`src/rtl/traffic_pkg.sv`:
```
// rtl/traffic_pkg.sv - interval codes, default durations and timer state encoding
package traffic_pkg;

  localparam logic [1:0] INT_BASE = 2'b00;
  localparam logic [1:0] INT_EXT  = 2'b01;
  localparam logic [1:0] INT_YEL  = 2'b10;

  localparam int DEF_T_BASE = 6;
  localparam int DEF_T_EXT  = 3;
  localparam int DEF_T_YEL  = 2;

  typedef enum logic {
    IDLE = 1'b0,
    RUN  = 1'b1
  } state_t;

endpackage

```
`src/rtl/interval_timer_if.sv`:
```
// rtl/interval_timer_if.sv - FSM <-> interval timer request/program bus
// INTERVAL_TIMER_REMAIN_EN adds the remaining-seconds signal.
interface interval_timer_if #(
  parameter int VAL_W = 4
);
  logic             start_timer;
  logic [1:0]       requesting_interval;
  logic             reprogram;
  logic [1:0]       prog_sel;
  logic [VAL_W-1:0] prog_value;
  logic             expired;
  logic             busy;
`ifdef INTERVAL_TIMER_REMAIN_EN
  logic [VAL_W-1:0] remaining;
`endif

  modport master (
    output start_timer, requesting_interval, reprogram, prog_sel, prog_value,
    input  expired, busy
`ifdef INTERVAL_TIMER_REMAIN_EN
    , input remaining
`endif
  );

  modport slave (
    input  start_timer, requesting_interval, reprogram, prog_sel, prog_value,
    output expired, busy
`ifdef INTERVAL_TIMER_REMAIN_EN
    , output remaining
`endif
  );
endinterface

```
`src/rtl/sec_tick_gen.sv`:
```
// rtl/sec_tick_gen.sv - clock divider producing a 1-cycle tick every CLK_PER_SEC cycles
module sec_tick_gen #(
  parameter int CLK_PER_SEC = 50_000_000
) (
  input  logic clk,
  input  logic resetn,
  input  logic clear,
  input  logic run,
  output logic tick
);
  localparam int DIV_W = $clog2(CLK_PER_SEC);
  localparam logic [DIV_W-1:0] LAST = DIV_W'(CLK_PER_SEC - 1);

  logic [DIV_W-1:0] div;

  // Held at zero while idle so every interval starts from a fresh second.
  always_ff @(posedge clk) begin
    if (!resetn || clear || !run) begin
      div <= '0;
    end else if (div == LAST) begin
      div <= '0;
    end else begin
      div <= div + DIV_W'(1);
    end
  end

  assign tick = run && (div == LAST);
endmodule

```
`src/rtl/interval_timer.sv`:
```
// rtl/interval_timer.sv - programmable interval timer with duration register file
// INTERVAL_TIMER_REMAIN_EN exposes the live seconds count as remaining.
module interval_timer
  import traffic_pkg::*;
#(
  parameter int CLK_PER_SEC = 50_000_000,
  parameter int VAL_W       = 4,
  parameter int T_BASE_DEF  = DEF_T_BASE,
  parameter int T_EXT_DEF   = DEF_T_EXT,
  parameter int T_YEL_DEF   = DEF_T_YEL
) (
  input  logic             clk,
  input  logic             reset,
  interval_timer_if.slave  tif
);
  logic [VAL_W-1:0] t_base, t_ext, t_yel;
  logic [VAL_W-1:0] sel_val;
  logic [VAL_W-1:0] count, count_next;
  logic             expired_q, expired_next;
  logic             tick;
  state_t           state, state_next;

  sec_tick_gen #(.CLK_PER_SEC(CLK_PER_SEC)) u_tick (
    .clk    (clk),
    .resetn (reset),
    .clear  (tif.start_timer),
    .run    (state == RUN),
    .tick   (tick)
  );

  // Reprogramming only touches the stored durations, never a running count.
  always_ff @(posedge clk) begin
    if (!reset) begin
      t_base <= VAL_W'(T_BASE_DEF);
      t_ext  <= VAL_W'(T_EXT_DEF);
      t_yel  <= VAL_W'(T_YEL_DEF);
    end else if (tif.reprogram) begin
      case (tif.prog_sel)
        INT_BASE: t_base <= tif.prog_value;
        INT_EXT:  t_ext  <= tif.prog_value;
        INT_YEL:  t_yel  <= tif.prog_value;
        default:  ;
      endcase
    end
  end

  always_comb begin
    case (tif.requesting_interval)
      INT_EXT: sel_val = t_ext;
      INT_YEL: sel_val = t_yel;
      default: sel_val = t_base;
    endcase
  end

  // A start outranks the final tick, so a restart never emits expired.
  always_comb begin
    state_next   = state;
    count_next   = count;
    expired_next = 1'b0;
    if (tif.start_timer) begin
      state_next = RUN;
      count_next = (sel_val == '0) ? VAL_W'(1) : sel_val;
    end else if (state == RUN && tick) begin
      if (count > VAL_W'(1)) begin
        count_next = count - VAL_W'(1);
      end else begin
        count_next   = '0;
        state_next   = IDLE;
        expired_next = 1'b1;
      end
    end
  end

  always_ff @(posedge clk) begin
    if (!reset) begin
      state     <= IDLE;
      count     <= '0;
      expired_q <= 1'b0;
    end else begin
      state     <= state_next;
      count     <= count_next;
      expired_q <= expired_next;
    end
  end

  assign tif.expired = expired_q;
  assign tif.busy    = (state == RUN);
`ifdef INTERVAL_TIMER_REMAIN_EN
  assign tif.remaining = count;
`endif
endmodule

```
`src/flat_wrapper.sv`:
```
// flat-port wrapper written by rule: the top's interface ports become plain ports
module interval_timer_flat import traffic_pkg::*;
#(
  parameter int CLK_PER_SEC = 50_000_000,
  parameter int VAL_W       = 4,
  parameter int T_BASE_DEF  = DEF_T_BASE,
  parameter int T_EXT_DEF   = DEF_T_EXT,
  parameter int T_YEL_DEF   = DEF_T_YEL
)
  (clk, reset, tif_start_timer, tif_requesting_interval, tif_reprogram, tif_prog_sel, tif_prog_value, tif_expired, tif_busy);
  interval_timer_if #(.VAL_W(VAL_W)) tif_i ();
  input  logic clk;
  input  logic reset;
  input wire logic [$bits(tif_i.start_timer)-1:0] tif_start_timer;
  input wire logic [$bits(tif_i.requesting_interval)-1:0] tif_requesting_interval;
  input wire logic [$bits(tif_i.reprogram)-1:0] tif_reprogram;
  input wire logic [$bits(tif_i.prog_sel)-1:0] tif_prog_sel;
  input wire logic [$bits(tif_i.prog_value)-1:0] tif_prog_value;
  output wire logic [$bits(tif_i.expired)-1:0] tif_expired;
  output wire logic [$bits(tif_i.busy)-1:0] tif_busy;
  assign tif_i.start_timer = tif_start_timer;
  assign tif_i.requesting_interval = tif_requesting_interval;
  assign tif_i.reprogram = tif_reprogram;
  assign tif_i.prog_sel = tif_prog_sel;
  assign tif_i.prog_value = tif_prog_value;
  assign tif_expired = tif_i.expired;
  assign tif_busy = tif_i.busy;
  interval_timer #(.CLK_PER_SEC(CLK_PER_SEC), .VAL_W(VAL_W), .T_BASE_DEF(T_BASE_DEF), .T_EXT_DEF(T_EXT_DEF), .T_YEL_DEF(T_YEL_DEF)) u_core (.clk(clk), .reset(reset), .tif(tif_i));
endmodule
```
`config.mk`:
```
export PLATFORM = sky130hd
export DESIGN_NAME = interval_timer_flat
export DESIGN_NICKNAME = d
export VERILOG_FILES = /design/src/rtl/traffic_pkg.sv /design/src/rtl/interval_timer_if.sv /design/src/rtl/sec_tick_gen.sv /design/src/rtl/interval_timer.sv /design/src/flat_wrapper.sv
export SDC_FILE = /design/constraint.sdc
export NUM_CORES = 1
export LEC_CHECK = 0
export ABC_AREA = 1
export ABC_CLOCK_PERIOD_IN_PS = 2000
export CORE_MARGIN = 10
export CORE_UTILIZATION = 59
export CTS_CLUSTER_SIZE = 10
export DETAILED_ROUTE_END_ITERATION = 7
export PLACE_DENSITY = 0.77
export SETUP_SLACK_MARGIN = 0.1
export SLEW_MARGIN = 15
export SYNTH_ARGS = -nofsm -noshare
export SYNTH_HDL_FRONTEND = slang
export SYNTH_SLANG_ARGS = --single-unit
```
`constraint.sdc`:
```
create_clock -name clk -period 2 [get_ports clk]
set_input_delay 0.5 -clock clk [delete_from_list [all_inputs] [get_ports clk]]
set_output_delay 0.5 -clock clk [all_outputs]
set_load 0.1 [all_outputs]
```
Yosys cells after proc, flatten, opt, wreduce, memory -nomap -nowiden
Index checks and enable logic that the tools add are counted.
{"block": "word_totals", "regBits": 44, "output_inout_bits": 2, "wordCells": 42}
{"block": "op_classes", "add_sub_neg": 2, "magnitude_cmp": 1, "eq_ne": 6, "muxes": 9, "n_bitwise": 2, "reduce_logical": 15}
{"op": "26-bit by 1-bit adder with 26-bit output, second input constant", "n": 1}
{"op": "26-bit equality test, second input constant", "n": 1}
{"op": "4-bit two-way mux", "n": 4}
{"op": "4-bit one-hot mux with 2 select lines", "n": 1}
{"op": "2-bit AND reduction", "n": 4}
{"op": "2-bit by 1-bit equality test with 1-bit output, second input constant", "n": 2}
{"op": "2-bit equality test, second input constant", "n": 2}
{"op": "4-bit by 1-bit > comparator with 1-bit output, second input constant", "n": 1}
{"op": "4-bit logical NOT", "n": 1}
{"op": "1-bit two-way mux", "n": 4}
{"op": "4-bit by 1-bit subtractor with 4-bit output, second input constant", "n": 1}
{"op": "3-bit OR reduction", "n": 1}
{"op": "1-bit logical AND", "n": 2}
{"op": "1-bit logical NOT", "n": 2}
{"op": "2-bit logical NOT", "n": 1}
{"op": "1-bit logical OR", "n": 2}
{"op": "2-bit inequality test, second input constant", "n": 1}
{"op": "1-bit inverter", "n": 2}
{"op": "2-bit nonzero test", "n": 1}
{"op": "2-bit OR reduction", "n": 1}

Depth between registers and ports, before layout
Gate-level depths: netlist of the first run.
{"block": "depth", "ltp_word": 5, "depth_mapped": 11, "depth_no_buf": 11}

Hierarchy
From an unflattened synthesis of the first run, not the netlist that was laid out.
{"block": "unflattened", "hier_cells": 342, "hier_area_um2": 2323.5}
{"module": "sec_tick_gen", "instances": 1, "cells_per_inst": 216, "area_per_inst_um2": 1433.9}
{"module": "interval_timer", "instances": 1, "cells_per_inst": 126, "area_per_inst_um2": 889.6}

Worst setup path before layout of the first run
Ideal clock, no wire load.
{"block": "synth_path", "path_kind": "register to register", "start": "register u_core.state (netlist: u_core.tif.busy)", "end": "register u_core.u_tick.div[24]", "arrival_time_ns": 1.739, "path_slack_ns": 0.191, "path_stages_with_launch": 6, "n_path_buf": 2, "synth_period_minus_slack_ns": 1.809, "path_cell_list": "dfxtp_1 -> nand3_1 -> a21o_2 -> buf_6 -> buf_12 -> a21oi_1"}
{"block": "synth_between", "elab_chain_len": 3}
{"element": "start, declared", "line_no": "interval_timer.sv:21", "text": "state_t state, state_next;"}
{"element": "start signal, assigned", "line_no": "interval_timer.sv:80", "text": "state <= state_next;"}
{"element": "1-bit logical NOT", "line_no": "sec_tick_gen.sv:18", "text": "if (!resetn || clear || !run) begin"}
{"element": "1-bit logical OR", "line_no": "sec_tick_gen.sv:18"}
{"element": "2-bit OR reduction (no source line)"}
{"element": "end signal, assigned", "line_no": "sec_tick_gen.sv:23", "text": "div <= div + DIV_W'(1);"}
{"element": "end, declared", "line_no": "sec_tick_gen.sv:14", "text": "logic [DIV_W-1:0] div;"}
Every way passes these cells.
A chain may end at the register's enable or synchronous reset.

Worst setup path after layout of the first run
{"block": "layout_path", "start": "register u_core.u_tick.div[0]", "end": "register u_core.count[2]"}
{"block": "layout_between", "elab_chain_len": 4}
{"element": "26-bit equality test", "line_no": "sec_tick_gen.sv:27", "text": "assign tick = run && (div == LAST);"}
{"element": "1-bit logical AND", "line_no": "sec_tick_gen.sv:27"}
{"element": "1-bit logical AND", "line_no": "interval_timer.sv:63", "text": "end else if (state == RUN && tick) begin"}
{"element": "2-bit nonzero test (no source line)"}
{"element": "end signal, assigned", "line_no": "interval_timer.sv:81", "text": "count <= count_next;"}
{"element": "end, declared", "line_no": "interval_timer.sv:18", "text": "logic [VAL_W-1:0] count, count_next;"}
Every way passes these cells.

==> results of run 1 <==
[report_power, final]
part           internal, uW  switching, uW  leakage, uW
clock network           282            291    0.0000455
registers               897           19.0     0.000357
logic                  79.3           98.9     0.000625
[synthesized netlist by cell type (4+ instances only)]
| cell | number | area share (%) |
|---|---|---|
| dfxtp_1 | 44 | 37 |
| or2_2 | 5 | 1.3 |
| inv_1 | 43 | 6.8 |
| ha_1 | 5 | 2.6 |
| nand2_1 | 96 | 15 |
| nor2_1 | 55 | 8.7 |
| nor3_1 | 11 | 2.3 |
| nand3_1 | 29 | 6.1 |
| o21ai_0 | 13 | 2.7 |
| xor2_1 | 6 | 2.2 |
| nand4_1 | 4 | 1.1 |
| a21oi_1 | 18 | 3.8 |
[stage by stage]
step / cells / setup TNS [ns] / worst slack (ns) / util [%] / power [uW]
floorplan: 355 / 0 / 0.191 / - / 1050
global placement: 420 / -0.251 / -0.152 / 65.3 / 1110
detailed placement: 420 / -0.299 / -0.169 / 65.3 / 1110
CTS: 428 / 0 / 0.127 / 67.6 / 1680
global route: 428 / 0 / 0.152 / 68.1 / 1750
finish: 428 / 0 / 0.324 / 68.1 / 1670
[final timing paths]
check,startpoint,to,cells past startpoint
setup reg to reg,u_core.u_tick.div[0],u_core.count[2],9
hold / removal,u_core.u_tick.div[24],u_core.u_tick.div[24],2
hold reg to reg,u_core.u_tick.div[24],u_core.u_tick.div[24],2
setup / recovery,u_core.u_tick.div[0],u_core.count[2],9
[cell type report]
type	instances	area (um^2)
Sequential cell	44	881
Clock buffer	8	90.1
Tap cell	50	62.6
Timing Repair Buffer	20	208
Fill cell	341	1260
Inverter	43	161
Multi-Input combinational cell	263	1280
[tightest hold or removal path, cell delays in order (launching register included)]
cell and delay, ns:
dfxtp_1 0.32, nand2_1 0.06, a21oi_1 0.05
[registers in the layout, summed over array words and instances (netlist names)]
signal	count
u_core.t_base	4
u_core.u_tick.div	26
u_core.tif.busy	1
u_core.t_ext	4
u_core.t_yel	4
u_core.tif.expired	1
u_core.count	4
[what timing repair did]
item                       CTS  global route
setup endpoints to repair    0             3
gates resized for setup      0             6
setup buffers                0             0
[cells by family (layout without fill, tap and decap cells)]
| kind of cell | Yosys count | in the layout | synth area share [%] |
|---|---|---|---|
| DFF | 44 | 44 | 37.1 |
| adders and majority gates | 5 | 5 | 2.63 |
| AOI/OAI and AO/OA | 34 | 34 | 7.59 |
| and+or+nand+nor | 215 | 215 | 39.8 |
| xor gates and xnor gates | 9 | 9 | 3.32 |
| buffers and inverters | 48 | 71 | 9.59 |
[cell usage in the layout, fill, tap and decap left out, types with 4 or more instances in the layout]
| master | synthesis | layout |
|---|---|---|
| a21oi_1 | 18 | 18 |
| buf_4 | 0 | 7 |
| clkbuf_8 | 0 | 6 |
| clkdlybuf4s50_1 | 0 | 9 |
| dfxtp_1 | 44 | 44 |
| ha_1 | 5 | 4 |
| inv_1 | 43 | 41 |
| nand2_1 | 96 | 95 |
| nand3_1 | 29 | 29 |
| nand4_1 | 4 | 4 |
| nor2_1 | 55 | 55 |
| nor3_1 | 11 | 11 |
| o21ai_0 | 13 | 13 |
| or2_2 | 5 | 5 |
| xor2_1 | 6 | 6 |
[routing by layer]
layer / up-vias / wire length, um / part of all wire, % / track usage, %
li1: 1160 / - / - / -
met1: 1005 / 2230 / 44 / 16.3
met2: 58 / 2540 / 50 / 27.8
met3: 11 / 254 / 5.0 / 3.71
met4: 0 / 96 / 1.9 / 5.63
met5: - / 0 / 0 / 0
==> metrics.cfg, run 1 <==
[outcome]
status = completed

[timing]
finalCritPeriodShare_pct = 83.8
fmax_mhz = 597
grt_setup_unrepaired = false
layout_min_cycle_time_ns = 1.68
maxSlewHeadroom_pct = 67.7
drv_slew = 0
worst_pin_slew_ns = 0.481
hold_viol = 0
finClkSkew_ns = 0.00504
worst_hold_slack_ns = 0.466
setup_viol_count_final = 0

[routing]
vias_per_cell = 5.22
detail-route-antenna-nets = 0
drt-initial-drc-count = 143
first_pass_iters = 4
drc = 0
dr_total_vias = 2234
wl_um = 5120
wl_per_cell_um = 12.0

[die]
die_w_um = 83.4
io_pins = 14
rows = 23
die_area_um2 = 6960
floorplan.die.height_um = 83.4
core_um2 = 3940
floorplan.initialDensity_pct = 60.2

[global_route]
grt_max_degree = 27
grt_overflow = 0
grt_pass1_vias = 2186
track_usage_pct = 15.2
antenna_found_initial = 0
grt_pass1_wl_um = 9200

[worst_setup_path]
path_delay_family = simple AND/OR/NAND/NOR gates
crit_chain = ha_1 > nand2_2 > nor2_4 > nand2_4 > nor2_4 > nand3_2 > nand2_2 > nand2_1 > a21oi_1
end_kind = flip-flop
crit_path_max_fanout = 5
slowest_delay_ns = 0.40
start_kind = flip-flop
arrival_ns = 1.90
rrSetupSlack_ns = 0.32
critical_path_buf_inv_count = 0
critPathKind = flip-flop to flip-flop
crit_required_ns = 2.22
cp_slowest_cell = dfxtp_1

[synthesis]
ys_types = 28
syn_area_um2 = 2370
synth_nets = 372
synth_ff_type = dfxtp_1
synth_seq_area_share_pct = 37.1
synth_cells = 355
synth-seq-cells = 44
ys_warn_count = 0
synthArstFlopShare_pct = 0
synth_edf_count = 0
avgSynthCellArea_um2 = 6.69

[cts]
cts.reportedPaths.clkPinSlew_ns = 0.08
cts_made_buffers = 5
cts_root_buffer = clkbuf_8
clk_latency_ns = 0.29
cts_sinks = 44
cts_tree = yes
clockBufferDepth = 2
cts-htree-levels = 2
ctsHoldBuffers = 0

[layout]
drive_above_1_share_pct = 9.52
nNetsFinal = 394
area_delta_synth_final_pct = 13.0
stdcell_area_um2 = 2680
diodes = 0

[pwr]
peakVddDrop_mv = 0.406
total_leakage_power_uw = 0.00103
p_per_area_nw_per_um2 = 621

[flow_run]
maxCapViolations = 0

[placed_design]
place.gp.congestion = 0.909
placed_area_um2 = 2570
dp_hpwl_um = 3920
port_buffers = 13

[min_path]
worstHoldPathType = flip-flop to flip-flop

Note: power is estimated with default switching activity, not from simulation.
==> run 2, diff against run 1 <==
--- a/config.mk
+++ b/config.mk
@@ -6,12 +6,12 @@
 export NUM_CORES = 1
 export LEC_CHECK = 0
 export ABC_AREA = 1
-export ABC_CLOCK_PERIOD_IN_PS = 2000
+export ABC_CLOCK_PERIOD_IN_PS = 1500
 export CORE_MARGIN = 10
-export CORE_UTILIZATION = 59
+export CORE_UTILIZATION = 53
 export CTS_CLUSTER_SIZE = 10
 export DETAILED_ROUTE_END_ITERATION = 7
-export PLACE_DENSITY = 0.77
+export PLACE_DENSITY = 0.73
 export SETUP_SLACK_MARGIN = 0.1
 export SLEW_MARGIN = 15
 export SYNTH_ARGS = -nofsm -noshare
==> constraint.sdc (replaced) <==
create_clock -name clk -period 1.5 [get_ports clk]
set_input_delay 0.375 -clock clk [delete_from_list [all_inputs] [get_ports clk]]
set_output_delay 0.375 -clock clk [all_outputs]
set_load 0.1 [all_outputs]
==> run 2 against run 1 <==
Combinational power grew 64%; power grew 35%; highest routed layer unchanged; design area grew 17%.
==> metrics.cfg, run 2 (synthesis gave the netlist of run 1 again) <==
[outcome]
status = completed

[placed_design]
port_buffers = 13
dp_hpwl_um = 4290
place.gp.congestion = 0.899

[routing]
wl_um = 5950
drc = 0
dr_total_vias = 2382
detail-route-antenna-nets = 0
wl_per_cell_um = 13.0
first_pass_iters = 4
drt-initial-drc-count = 169
vias_per_cell = 5.19

[timing]
worst_pin_slew_ns = 0.262
maxSlewHeadroom_pct = 82.4
setup_viol_count_final = 0
fmax_mhz = 690
finalCritPeriodShare_pct = 96.7
hold_viol = 0
drv_slew = 0
worst_hold_slack_ns = 0.479
finalSetupTns_ns = 0
finClkSkew_ns = 0.00320
layout_min_cycle_time_ns = 1.45
grt_setup_unrepaired = true

[die]
die_area_um2 = 7560
rows = 24
floorplan.die.height_um = 86.9
floorplan.initialDensity_pct = 54.5
core_um2 = 4350
io_pins = 14
die_w_um = 86.9

[pwr]
total_leakage_power_uw = 0.00125
p_per_area_nw_per_um2 = 715
peakVddDrop_mv = 0.685

[layout]
regMostFlops = u_core.u_tick.div
diodes = 0
drive_above_1_share_pct = 28.5
final_common_cell = nand2_1
largest_register_ff_count = 26
fill_cells = 354
nNetsFinal = 423
area_delta_synth_final_pct = 32.5
final_cell_mix = 89 x nand2_1, 43 x nor2_1, 39 x inv_1, 33 x dfxtp_1, 32 x buf_4

[global_route]
grt_pass1_wl_um = 9690
grt_pass1_vias = 2208
grt_max_degree = 17
grt_overflow = 0
antenna_found_initial = 0
track_usage_pct = 15.4

[worst_setup_path]
start_kind = flip-flop
critPathKind = flip-flop to flip-flop
crit_path_max_fanout = 8
cp-startpoint = u_core.u_tick.div[7]
r2r-start = u_core.u_tick.div[7]
crit_required_ns = 1.69
arrival_ns = 1.65
end_kind = flip-flop

[flow_run]
maxCapViolations = 0

[cts]
clockBufferDepth = 2
clk_latency_ns = 0.30
cts_made_buffers = 5
cts_root_buffer = clkbuf_8
ctsHoldBuffers = 0
cts.reportedPaths.clkPinSlew_ns = 0.08
cts-htree-levels = 2
cts_tree = yes
cts_sinks = 44

[min_path]
worstHoldStart = u_core.t_base[2]
worstHoldPathType = flip-flop to flip-flop

## run 2: through the flow
stage / cell area (um^2) / total power, uW / util [%] / cells / worst slack, ns
global route: 3150 / 2360 / 72.2 / 459 / -0.00809
floorplan: 2410 / 1410 / - / 355 / 0.0565
detailed placement: 2780 / 1500 / 63.8 / 442 / -0.473
finish: 3150 / 2250 / 72.2 / 459 / 0.0498
global placement: 2780 / 1500 / 63.8 / 442 / -0.450
CTS: 2950 / 2240 / 67.8 / 455 / 0.100
## run 2: final timing paths
path                                end  cells after the start  slack (ns)
setup reg to reg  u_core.u_tick.div[16]                      8        0.05
hold / removal         u_core.t_base[2]                      2        0.48
setup / recovery  u_core.u_tick.div[16]                      8        0.05
hold reg to reg        u_core.t_base[2]                      2        0.48
## run 2: report_power, final
part | switching, uW | leakage, uW | total (uW) | internal (uW)
combinational | 153 | 0.000837 | 292 | 139
sequential | 25.7 | 0.000363 | 1220 | 1190
clock | 412 | 0.0000479 | 737 | 325
total | 591 | 0.00125 | 2250 | 1660
## run 2: cell type report
type | count | area, um^2 | share of cell area [%]
clock buffer | 5 | 68.8 | 2.19
timing repair buffer | 49 | 460 | 14.6
inverter | 43 | 164 | 5.21
sequential | 44 | 900 | 28.6
multi-input combinational | 263 | 1470 | 46.7
tap | 52 | 65.1 | 2.07
clock inverter | 3 | 18.8 | 0.597
## run 2: critical path: stages (launching register included)
cell	delay, ns
dfxtp_2	0.35
inv_1	0.12
nand2_1	0.06
nor2_1	0.15
nand2_1	0.12
nor2_4	0.15
a21o_4	0.19
clkbuf_16	0.17
nor2_1	0.04
## run 2: metal layers
metal	track usage (%)	routed length [um]	part of all wire, %
met3	3.00	248	4.2
met2	24.4	2830	48
met5	0	0	0
met4	5.01	91	1.5
met1	20.3	2780	47
## run 2: what timing repair did
| item | in CTS | in global routing |
|---|---|---|
| pin swaps | 12 | 11 |
| buffers inserted | 5 | 3 |
| resized for setup | 16 | 48 |
| endpoints found under the setup margin | 17 | 32 |
| cloned | 0 | 1 |
==> run 3, diff against run 2 <==
--- a/config.mk
+++ b/config.mk
@@ -5,14 +5,13 @@
 export SDC_FILE = /design/constraint.sdc
 export NUM_CORES = 1
 export LEC_CHECK = 0
-export ABC_AREA = 1
+export ABC_AREA = 0
 export ABC_CLOCK_PERIOD_IN_PS = 1500
 export CORE_MARGIN = 10
-export CORE_UTILIZATION = 53
+export CORE_UTILIZATION = 52
 export CTS_CLUSTER_SIZE = 10
 export DETAILED_ROUTE_END_ITERATION = 7
-export PLACE_DENSITY = 0.73
-export SETUP_SLACK_MARGIN = 0.1
+export PLACE_DENSITY = 0.72
 export SLEW_MARGIN = 15
 export SYNTH_ARGS = -nofsm -noshare
 export SYNTH_HDL_FRONTEND = slang
==> run 3 against run 2 <==
The run now ends with negative setup slack left; combinational power down 14%; cell count decreased by 22%; design area is 1.5% lower; power up 4.0%; area after synthesis decreased by 10%; highest routed layer unchanged; via count fell by 18%; worst setup slack worse by 0.23 ns; critical endpoint is now u_core.u_tick.div[4]; clock skew is 0.00076 ns higher; routed wire length fell by 6.1%; non-clock buffer count grew 20; core utilization grew 5.2 points.
==> metrics.cfg, run 3 <==
[cts]
cts_root_buffer = clkbuf_8
cts-htree-levels = 2
clockBufferDepth = 2
cts_made_buffers = 5
cts_tree = yes
ctsHoldBuffers = 0
cts_sinks = 44
clk_latency_ns = 0.30
cts.reportedPaths.clkPinSlew_ns = 0.08

[timing]
fin_ws_ns = -0.184
finalCritPeriodShare_pct = 112
drv_slew = 0
setup_viol_count_final = 31
maxSlewHeadroom_pct = 80.3
layout_min_cycle_time_ns = 1.68
worst_pin_slew_ns = 0.294
finalSetupTns_ns = -4.14
fmax_mhz = 594
finClkSkew_ns = 0.00396
grt_setup_unrepaired = true
hold_viol = 0

[global_route]
grt_max_degree = 14
grt_pass1_wl_um = 8940
track_usage_pct = 14.9
grt_overflow = 0
antenna_found_initial = 0
grt_pass1_vias = 2020

[layout]
regMostFlops = u_core.u_tick.div
largest_register_ff_count = 26
area_delta_synth_final_pct = 44.9
final_cell_mix = 50 x buf_4, 31 x nor2_1, 31 x dfxtp_1, 22 x nand2_1, 18 x xnor2_1
fill_cells = 263
stdcell_count = 359
drive_above_1_share_pct = 39.2
nNetsFinal = 325
stdcell_area_um2 = 3100
diodes = 0
final_common_cell = buf_4

[outcome]
status = finished with violations
violations = negative setup slack

[pwr]
total_leakage_power_uw = 0.00119
p_per_area_nw_per_um2 = 755
peakVddDrop_mv = 0.544
power_uw = 2340

[routing]
dr_total_vias = 1943
vias_per_cell = 5.41
met2_length_um = 2930
drt-initial-drc-count = 75
wl_um = 5580
wl_per_cell_um = 15.6
m1WireLength_um = 2370
first_pass_iters = 4
detail-route-antenna-nets = 0
drc = 0
wl_met3_um = 193
top_layer_used = met4

[min_path]
min_to = u_core.t_yel[1]
worstHoldPathType = flip-flop to flip-flop
min_path_cells = 2
worstHoldStart = u_core.t_yel[1]

[die]
rows = 23
die_w_um = 84.1
die_area_um2 = 7080
floorplan.initialDensity_pct = 53.5
core_um2 = 4000
io_pins = 14
floorplan.die.height_um = 84.1

[worst_setup_path]
r2r-start = u_core.u_tick.div[23]
r2r-end = u_core.u_tick.div[4]
rrSetupSlack_ns = -0.18
critPathKind = flip-flop to flip-flop
end_kind = flip-flop
ff2ff_path_depth = 8
arrival_ns = 1.87
crit_required_ns = 1.69
crit_path_max_fanout = 6
start_kind = flip-flop

[synthesis]
synth_nets = 256
ys_types = 42
synth_top_area_share_pct = 41.2
syn_area_um2 = 2140
ys_warn_count = 0
synth.area.top_cells = dfxtp_1 41%, xnor2_1 7.8%, nor2_1 7.7%
avgSynthCellArea_um2 = 8.95
synth-seq-cells = 44
synth_cells = 239
synthArstFlopShare_pct = 0
synth_top_area_cell = dfxtp_1
synth_edf_count = 0
synth_ff_type = dfxtp_1
synth_common_cells = 44 x dfxtp_1, 44 x nor2_1, 23 x nand2_1, 19 x xnor2_1, 12 x mux2i_1
synth_seq_area_share_pct = 41.2

[flow_run]
maxCapViolations = 0

[placed_design]
port_buffers = 13
dp_worst_setup_slack_ns = -0.612
placed_cells = 341
dp_hpwl_um = 3390
place.gp.congestion = 0.834
placed_area_um2 = 2700

## run 3: where the power goes
part / internal, uW / switching [uW]
Sequential: 1180 / 19.6
Clock: 494 / 393
Combinational: 129 / 122
## run 3: worst max-delay path by stage
stage	slack [ns]	end	from
after global placement	-0.55	u_core.count[0]	tif_requesting_interval[0]
after CTS	-0.11	u_core.u_tick.div[25]	u_core.u_tick.div[8]
after global routing	-0.25	u_core.u_tick.div[4]	u_core.u_tick.div[23]
after floorplan	-0.05	u_core.u_tick.div[2]	u_core.u_tick.div[1]
final	-0.18	u_core.u_tick.div[4]	u_core.u_tick.div[23]
after detailed placement	-0.61	u_core.count[0]	tif_requesting_interval[0]
## run 3: repair_timing
action                     4_1_cts  5_1_grt
gates resized for setup         25       31
setup buffers                    5        4
gates cloned                     2        1
pin swaps                       10       14
setup endpoints to repair       31       31
## run 3: stage by stage
stage	hold slack, ns	utilization, %
6_report	0.489	77.5
5_1_grt	0.505	77.5
4_1_cts	0.492	73.7
3_5_place_dp	0.471	67.5
3_3_place_gp	0.463	67.5
2_1_floorplan	0.429	-
## run 3: kinds of logic after synthesis
| group | Yosys count | share of synthesized area (%) |
|---|---|---|
| xor+xnor | 25 | 10.2 |
| buf+inv | 17 | 4.74 |
| compound gates | 16 | 5.50 |
| simple gates | 120 | 29.8 |
| flops | 44 | 41.2 |
| fa+ha+maj | 5 | 2.93 |
| mux | 12 | 5.62 |
## run 3: worst max-delay path, stage by stage (launching register included)
cell	delay (ns)
dfxtp_1	0.36
and4_1	0.26
buf_4	0.13
nand4bb_1	0.12
nor3_2	0.24
or2_4	0.18
buf_12	0.11
clkbuf_16	0.15
nor2_2	0.03
## run 3: cell type report
class / instances / area [um^2] / share of cell area, %
tap: 50 / 62.6 / 2.02
sequential: 44 / 910 / 29.4
timing repair buffer: 69 / 627 / 20.2
multi-input combinational: 178 / 1360 / 43.7
inverter: 10 / 37.5 / 1.21
clock inverter: 2 / 35.0 / 1.13
clock buffer: 6 / 72.6 / 2.34
## run 3: layer usage
layer / vias up / global-route usage (%)
li1: 962 / -
met2: 29 / 27.9
met4: 0 / 4.41
met1: 942 / 15.5
met5: - / 0
met3: 10 / 4.30
==> patch: new RTL, config.mk and constraints of run 2 <==
`VAL_W` is set to 4 in 3 places; all go to 6.
--- a/src/rtl/interval_timer_if.sv
+++ b/src/rtl/interval_timer_if.sv
@@ -2,5 +2,5 @@
 // INTERVAL_TIMER_REMAIN_EN adds the remaining-seconds signal.
 interface interval_timer_if #(
-  parameter int VAL_W = 4
+  parameter int VAL_W = 6
 );
   logic             start_timer;
--- a/src/rtl/interval_timer.sv
+++ b/src/rtl/interval_timer.sv
@@ -5,5 +5,5 @@
 #(
   parameter int CLK_PER_SEC = 50_000_000,
-  parameter int VAL_W       = 4,
+  parameter int VAL_W       = 6,
   parameter int T_BASE_DEF  = DEF_T_BASE,
   parameter int T_EXT_DEF   = DEF_T_EXT,
--- a/src/flat_wrapper.sv
+++ b/src/flat_wrapper.sv
@@ -3,5 +3,5 @@
 #(
   parameter int CLK_PER_SEC = 50_000_000,
-  parameter int VAL_W       = 4,
+  parameter int VAL_W       = 6,
   parameter int T_BASE_DEF  = DEF_T_BASE,
   parameter int T_EXT_DEF   = DEF_T_EXT,
Interface: changed (resized tif_prog_value); port bits go from 14 to 16. The function was not compared with the original's and may differ.
==> patch against run 2 <==
Clock power rose by 23%; wire length up 16%; count of clock-buffer cells in the layout is 1 higher; first-iteration DRC count rose by 1.8%; area after synthesis is 17% higher; setup slack got worse by 0.030 ns; sequential cell count rose by 8; final area up 13%; largest power group unchanged; clock skew up 0.0025 ns; via count rose by 16%; sequential power is 20% higher; hold slack worse by 0.0097 ns; power increased by 25%; critical path depth increased by 1.
==> patch: results (changes against run 2) <==
fill count 438 (was 354); Post-DP HPWL 5123 um (was 4288 um); Seq/Total Area, Yosys 37.43% (was 37.09%); clock transition at the registers of the reported paths 0.10 ns (was 0.08 ns); DR vias/cell 5.200 (was 5.190); hold path depth 2 (unchanged); post-placement cell count 512 (was 442); critical path data arrival time 1.68 ns (was 1.65 ns); HP Start u_core.t_base[1] (was u_core.t_base[2]); vias 2761 (was 2382); cells after synthesis 406 (was 355); Final Skew 0.005703 ns (was 0.003196 ns); Worst Hold Endpoint u_core.t_base[1] (was u_core.t_base[2]); setup slack, reg-to-reg 0.02 ns (was 0.05 ns); largest net degree at the start of global routing 27 (was 17); RR Endpoint u_core.count[1] (was u_core.u_tick.div[16]); combinational power 0.450 mW (was 0.292 mW); R2R depth 9 (was 8); fraction of layout cells with a size suffix above 1 23.43% (was 28.50%); PortBufs 15 (was 13); actual slew at the worst max-slew pin 0.2529 ns (was 0.2623 ns); vias in the first global route 2588 (was 2208); Syn Nets 425 (was 372); Post-Route WL 6896 um (was 5947 um); first-pass GRT wire length 11650 um (was 9687 um); synth cell count leaders nand2_1, nor2_1, dfxtp_1, inv_1, nand3_1 (unchanged); Clk power 0.904 mW (was 0.737 mW); Net count, final 479 (was 423); synth top area cells dfxtp_1, nand2_1, nor2_1 (unchanged); sw frac 26.67% (was 26.26%); status finished, final reports clean (unchanged); Tot GR Track Use 16.24% (was 15.38%); Peak VDD IR 0.5148 mV (was 0.6854 mV); worst reg2reg path startpoint u_core.u_tick.div[1] (was u_core.u_tick.div[7]); CP max FO 7 (was 8); GPL Wtd Cong 0.9283 (was 0.8993)
-- patch: cell types whose count changed in the layout (fill, tap and decap cells not counted), moves of 6 or more --
cell     before  now
dfxtp_1      33   43
o21ai_0      11   17
a21oi_2       8    2
nand2_1      89  100
a21oi_1      11   21
nor2_1       43   58
-- patch: stage by stage --
stage / worst slack, ns / area (um2) / util (%) / total power, mW / hold WS (ns)
floorplan: 0.01323 / 2833 / - / 1.743 / 0.4214
global placement: -0.6357 / 3248 / 63.60 / 1.882 / 0.4451
detailed placement: -0.6881 / 3248 / 63.60 / 1.893 / 0.4537
CTS: 0.04652 / 3446 / 67.47 / 2.816 / 0.4784
global route: -0.07975 / 3547 / 69.45 / 2.958 / 0.5121
finish: 0.01959 / 3547 / 69.45 / 2.813 / 0.4695
-- patch: kinds of logic (layout without fill, tap and decap cells) --
kind of cell	Yosys count	in the layout	share of synthesized area, %
DFF	52	52	37.43
and+or+nand+nor	244	244	41.12
adders and majority gates	5	5	2.249
AOI/OAI and AO/OA	48	48	9.087
xor gates and xnor gates	9	9	2.834
buffers and inverters	48	103	7.287
-- patch: cell type report --
class	count	area share (%)
clock inverter	2	0.3527
clock buffer	6	2.646
timing repair buffer	53	12.91
tap	70	2.469
multi-input combinational	306	47.09
sequential	52	29.74
inverter	42	4.797
-- patch: routing by layer --
metal  global-route usage (%)  share of wire (%)  vias to the layer above  wire length (um)
li1                         -                  -                     1415                 -
met1                    21.70                 48                     1272              3317
met4                    5.013                1.7                        0               115
met5                        0                  0                        -                 0
met3                    3.713                3.9                       12               271
met2                    25.35                 46                       62              3191
-- patch: repair_timing --
item,4_1_cts,5_1_grt
resized for setup,23,18
setup endpoints to repair,34,34
pin swaps,11,8
buffers inserted,4,7
